### src/rtl/mux_select_arbiter.sv
// Two-requester round-robin arbiter driving the select of a 2:1 data mux.
// Grants are bounded by HOLD_MAX cycles so neither source can starve the other.
module mux_select_arbiter #(
  parameter int HOLD_MAX = 16
) (
  input  logic clk,
  input  logic rst_n,
  input  logic req_a,
  input  logic req_b,
  input  logic rel,
  output logic S,
  gnt_a,
  output logic gnt_b,
  output logic busy
);

  typedef enum logic [1:0] {
    IDLE    = 2'd0,
    GRANT_A = 2'd1,
    GRANT_B = 2'd2
  } state_t;

  localparam logic [7:0] HOLD_LAST = 8'(HOLD_MAX - 1);

  state_t     state_q, state_d;
  logic [7:0] cnt_q, cnt_d;
  logic       last_b_q, last_b_d;
  logic       s_d;
  logic       end_a, end_b;
  logic       enter;

  // Any single end cause is enough; a release coinciding with timeout is one event.
  assign end_a = rel | ~req_a | (cnt_q == HOLD_LAST);
  assign end_b = rel | ~req_b | (cnt_q == HOLD_LAST);

  always_comb begin
    state_d = state_q;
    case (state_q)
      IDLE: begin
        if (req_a && req_b)
          state_d = last_b_q ? GRANT_A : GRANT_B;
        else if (req_a)
          state_d = GRANT_A;
        else if (req_b)
          state_d = GRANT_B;
      end
      GRANT_A: if (end_a) state_d = req_b ? GRANT_B : IDLE;
      GRANT_B: if (end_b) state_d = req_a ? GRANT_A : IDLE;
      default: state_d = IDLE;
    endcase
  end

  // Every move into a grant state is an entry: restart the hold count, record owner.
  always_comb begin
    enter    = (state_d != state_q) && (state_d != IDLE);
    cnt_d    = cnt_q;
    last_b_d = last_b_q;
    s_d      = S;
    if (enter) begin
      cnt_d    = 8'd0;
      last_b_d = (state_d == GRANT_B);
    end else if ((state_q != IDLE) && (cnt_q != HOLD_LAST)) begin
      cnt_d = cnt_q + 8'd1;
    end
    if (state_d == GRANT_A)
      s_d = 1'b0;
    else if (state_d == GRANT_B)
      s_d = 1'b1;
  end

  always_ff @(posedge clk or negedge rst_n) begin
    if (!rst_n) begin
      state_q  <= IDLE;
      cnt_q    <= 8'd0;
      last_b_q <= 1'b1;
      S        <= 1'b0;
      gnt_a    <= 1'b0;
      gnt_b    <= 1'b0;
      busy     <= 1'b0;
    end else begin
      state_q  <= state_d;
      cnt_q    <= cnt_d;
      last_b_q <= last_b_d;
      S        <= s_d;
      gnt_a    <= (state_d == GRANT_A);
      gnt_b    <= (state_d == GRANT_B);
      busy     <= (state_d != IDLE);
    end
  end

endmodule

### config.mk
export PLATFORM = sky130hd
export DESIGN_NAME = mux_select_arbiter
export DESIGN_NICKNAME = d
export VERILOG_FILES = /design/src/rtl/mux_select_arbiter.sv
export SDC_FILE = /design/constraint.sdc
export NUM_CORES = 1
export LEC_CHECK = 0
export ABC_AREA = 1
export CAP_MARGIN = 25
export CORE_MARGIN = 1
export CORE_UTILIZATION = 57
export DETAILED_ROUTE_END_ITERATION = 6
export GPL_TIMING_DRIVEN = 0
export PLACE_DENSITY = 0.77
export SLEW_MARGIN = 20
export SYNTH_ARGS = -nofsm -noshare
export SYNTH_HDL_FRONTEND = slang
export SYNTH_SLANG_ARGS = --single-unit
### constraint.sdc
create_clock -name clk -period 2.55 [get_ports clk]
set_input_delay 0.765 -clock clk [delete_from_list [all_inputs] [get_ports clk]]
set_output_delay 0.765 -clock clk [all_outputs]
set_load 0.03 [all_outputs]
# --- Word-level counts from Yosys, hierarchy flattened ---
# Cells that the tools add are included.
op_classes:
  addsub: 1
  multipliers: 0
  div: 0
  n_lt_le_gt_ge: 0
  eq_ne: 7
  shifts: 0
  muxes: 13
  bitwise_logic: 6
  reduce_logical: 8
op_table:
  columns: ["cell", "count"]
  rows:
  - ["8-bit 2-to-1 mux", 2]
  - ["2-bit 2-to-1 mux", 7]
  - ["8-bit by 1-bit adder with 8-bit output (second input constant)", 1]
  - ["8-bit by 4-bit equality test with 1-bit output (second input constant)", 1]
  - ["8-bit by 4-bit inequality test with 1-bit output (second input constant)", 1]
  - ["2-bit nonzero test", 4]
  - ["2-bit case mux with 3 select lines", 1]
  - ["2-bit by 1-bit equality test with 1-bit output (second input constant)", 2]
  - ["2-bit equality test (second input constant)", 2]
  - ["1-bit bitwise OR", 4]
  - ["1-bit logical AND", 3]
  - ["1-bit 2-to-1 mux", 3]
  - ["2-bit zero test", 1]
  - ["2-bit inequality test", 1]
  - ["1-bit NOT", 2]
word_totals:
  register_bits: 15
  latch_bits: 0
  mem_bits_rw: 0
  romBits: 0
  input_bits: 5
  output_inout_bits: 4
  word_cells: 42
  mem_count: 0

# --- Depth between registers and ports, before layout ---
logic_depth:
  word_depth: 8
  mapped_depth: 12
  depth_no_buf: 12

# --- Worst setup path before layout ---
# No wires, ideal clock.
synth_timing:
  path_kind: "in2reg"
  from: "input port req_a"
  to: "register cnt_q[2]"
  setup_ns: 0.121
  arrival_time_ns: 1.635
  t_required_ns: 2.429
  path_slack_ns: 0.794
  cell_stages: 11
  n_path_buf: 0
  cell_sequence: "inv_1 nor2_1 o21ai_1 nand2_1 nand3_1 inv_1 ha_1 inv_1 nand2_2 inv_2 nor2_1"
synth_between:
  elab_chain_len: 8
  elab_cells_between_ends: 15
  cone_classes: "eq/ne: 1; mux: 7; bitwise: 3; reduce/logical: 4"
synth_lines:
  columns: ["element", "line_no", "rtl"]
  rows:
  - ["from (decl)", "8", "input logic req_a,"]
  - ["1-bit NOT", "33", "assign end_a = rel | ~req_a | (cnt_q == HOLD_LAST);"]
  - ["1-bit bitwise OR (2 in a row)", "33", null]
  - ["2-bit 2-to-1 mux", "47", "GRANT_A: if (end_a) state_d = req_b ? GRANT_B : IDLE;"]
  - ["2-bit case mux with 3 select lines *", "38", "case (state_q)"]
  - ["via state_d[1]", "25", "state_t state_q, state_d;"]
  - ["2-bit inequality test or 2-bit nonzero test (tied branches)", "55", "enter = (state_d != state_q) && (state_d != IDLE);"]
  - ["1-bit logical AND *", "55", null]
  - ["8-bit 2-to-1 mux or 2-bit nonzero test (tied branches)", null, null]
  - ["to (signal assigned)", "82", "cnt_q <= cnt_d;"]
  - ["to (decl)", "26", "logic [7:0] cnt_q, cnt_d;"]
# Mark *: on every way through the listed nets, which the timed path passes. The rest lies on a longest branch.
# A chain may end at the register's enable or synchronous reset.

# --- Final worst setup path ---
layout_timing:
  from: "input port req_b"
  to: "register cnt_q[0]"
layout_between:
  elab_chain_len: 8
  elab_cells_between_ends: 16
  cone_classes: "eq/ne: 1; mux: 8; bitwise: 3; reduce/logical: 4"
layout_lines:
  columns: ["element", "line_no", "rtl"]
  rows:
  - ["from (decl)", "9", "input logic req_b,"]
  - ["1-bit NOT", "34", "assign end_b = rel | ~req_b | (cnt_q == HOLD_LAST);"]
  - ["1-bit bitwise OR (2 in a row)", "34", null]
  - ["2-bit 2-to-1 mux", "48", "GRANT_B: if (end_b) state_d = req_a ? GRANT_A : IDLE;"]
  - ["2-bit case mux with 3 select lines *", "38", null]
  - ["2-bit inequality test or 2-bit nonzero test (tied branches)", "55", null]
  - ["1-bit logical AND *", "55", null]
  - ["8-bit 2-to-1 mux or 2-bit nonzero test (tied branches)", null, null]
# Mark *: on every way between the ends. The rest lies on a longest branch, timed or not.

==> reports/metrics.cfg <==
[setup_path]
worstSetupStartpoint = req_b
worstSetupPathType = in2reg
arrival_ps = 2470
regToRegStartpoint = cnt_q[0]$_DFFE_PN0P_
critPathCaptureType = flop
crit_fanout = 8
critPathRequiredTime_ps = 2770
critPathLaunchType = input port

[power]
p_per_area_nw_per_um2 = 1047
power.leakage_nw = 0.4849
ir_drop_mv = 0.7344

[floorplan]
start_util_pct = 62.48
fp.dieH_um = 40.24
fp.coreArea_um2 = 1334
die-area_um2 = 1619
io_pins = 9
num_rows = 13
die_w_um = 40.24

[yosys]
yosys-top-cells-count = nand2_1 (23), nor2_1 (21), inv_1 (15)
ys_ff_latch = 15
synth_ff_type = dfrtp_1
synth_warnings = 0
avgSynthCellArea_um2 = 7.788
synth-edff-count = 0
synth_top_area_cell = dfrtp_1
synth_seq_area_share_pct = 45.20
ys_top_cells_by_area = dfrtp_1 (42%), nand2_1 (10%), nor2_1 (9.5%)
synth_top_area_share_pct = 42.04
netlist-cell-type-count = 19
synth_area_um2 = 833.3
synth.most_common_cell = nand2_1
syn_inst = 107
async_flop_share_pct = 100.0
syn_nets = 116

[cells_and_area]
fin_cells = 134
nNetsFinal = 129
diodes = 0
area_growth_pct = 15.17
drive_gt1_share_pct = 11.76

[place]
dpl_worst_slack_ps = 14.67
dp_hpwl_um = 1166
numPortBuffers = 8
place_congestion = 0.7372
post-place-cells = 130

[clock_tree]
postCtsHoldBufs = 0
clock_path_buffers = 2
cts.sinks = 15
cts_tree = built
clkTransAtPathRegs_ps = 90
cts_buffers = 3
clk_latency_ps = 290
cts_setup_buffers = 0
cts-root-buf = clkbuf_4
cts-htree-levels = 1
post_cts_resized = 0

[routing]
viasPerCell = 5.075
firstDrtPassIters = 4
drt-initial-drc-count = 14
vias = 680
wirelength_um = 1482
drc = 0
drt-wirelength-per-cell_um = 11.06
ant_nets = 0

[sta]
period_needed_ps = 2253
setup_slack_ps = 297.2
fmaxAchievable_mhz = 443.9
fin_tns_setup_ps = 0
relSlewSlack_pct = 57.54
min_period_over_period_pct = 88.35
rsz0062_at_grt = no
worst_pin_slew_ps = 634.9
whs_ps = 471.8
setup_viol = 0
hold_violations = 0
drv_slew = 0
finClkSkew_ps = 7.411

[global_route]
grt_antenna_before_repair = 0
grt_max_degree = 16
grt_pass1_vias = 572
grt_use_total_pct = 22.55
grt_pass1_wl_um = 2208
overflow = 0

[hold_path]
hp-start = last_b_q$_DFFE_PN1P_
min_path_type = reg2reg

[outcome]
outcome = completed

[job]
max_cap_viol_count = 0

## cell usage in the layout (no fill, tap or decap), types with 2 or more instances in the layout
cell type         n
nand3_1           6
nand3_2           2
nor2_1           21
nand2_2           2
clkdlybuf4s50_1   8
clkbuf_4          3
ha_1              4
inv_1            15
nor2_2            2
o21ai_0           3
inv_2             2
nand4_1           2
a21oi_1           2
nand2_1          23
xor2_1            4
dfrtp_1          14
## final cells by class
type                            count  area, µm²
Clock buffer                        3      22.52
Fill cell                         102      374.1
Tap cell                           15      18.77
Timing Repair Buffer                8      80.08
Inverter                           17      63.81
Clock inverter                      1      5.005
Multi-Input combinational cell     75      392.9
Sequential cell                    15      376.6
## critical path: stages
cell,delay [ps]
clkdlybuf4s50_1,500
inv_1,80
nor2_1,130
o21ai_0,110
nand2_1,70
nand2_1,60
nor2_1,250
ha_1,200
inv_1,60
nand2_2,80
inv_2,70
nor2_1,100
## final timing paths
path | end | slack [ps] | depth (start not counted)
min | last_b_q$_DFFE_PN1P_ | 470 | 2
min in group asynchronous | cnt_q[5]$_DFFE_PN0P_ | 860 | 1
min reg2reg | last_b_q$_DFFE_PN1P_ | 470 | 2
max in group asynchronous | state_q[1]$_DFF_PN0_ | 1270 | 1
max | cnt_q[0]$_DFFE_PN0P_ | 300 | 12
max reg2reg | cnt_q[0]$_DFFE_PN0P_ | 580 | 12
## routing by layer
layer | wire (µm) | track usage, %
met1 | 659 | 25.82
met2 | 687 | 35.08
met3 | 82 | 6.111
met4 | 53 | 18.33
met5 | 0 | 0
## power breakdown
part / switching, W / total [W] / internal [W] / leakage, nW
Combinational: 0.000331 / 0.000512 / 0.000181 / 0.275
Sequential: 0.0000466 / 0.000358 / 0.000312 / 0.193
Clock: 0.0000758 / 0.000134 / 0.0000583 / 0.0177
## kinds of logic (layout without fill, tap and decap cells)
family / after synthesis / count (layout) / synth area share (%)
xor+xnor: 5 / 5 / 5.255
compound gates: 6 / 6 / 3.603
buf+inv: 17 / 29 / 7.658
fa+ha+maj: 4 / 4 / 6.006
simple gates: 60 / 60 / 32.28
flops: 15 / 15 / 45.20
## through the flow
step	total power, W	area [µm²]	utilization, %
6_report	0.001005	959.7	71.95
5_1_grt	0.001089	959.7	71.95
4_1_cts	0.001011	959.7	71.95
3_5_place_dp	0.0008741	932.1	69.89
3_3_place_gp	0.0008518	932.1	69.89
2_1_floorplan	0.0007275	833.3	-
## registers in the layout, indices dropped and copies added, names as in the netlist
signal    count
S             1
busy          1
cnt_q         8
gnt_a         1
gnt_b         1
last_b_q      1
state_q       2
Power figures use the tool's default switching activity.
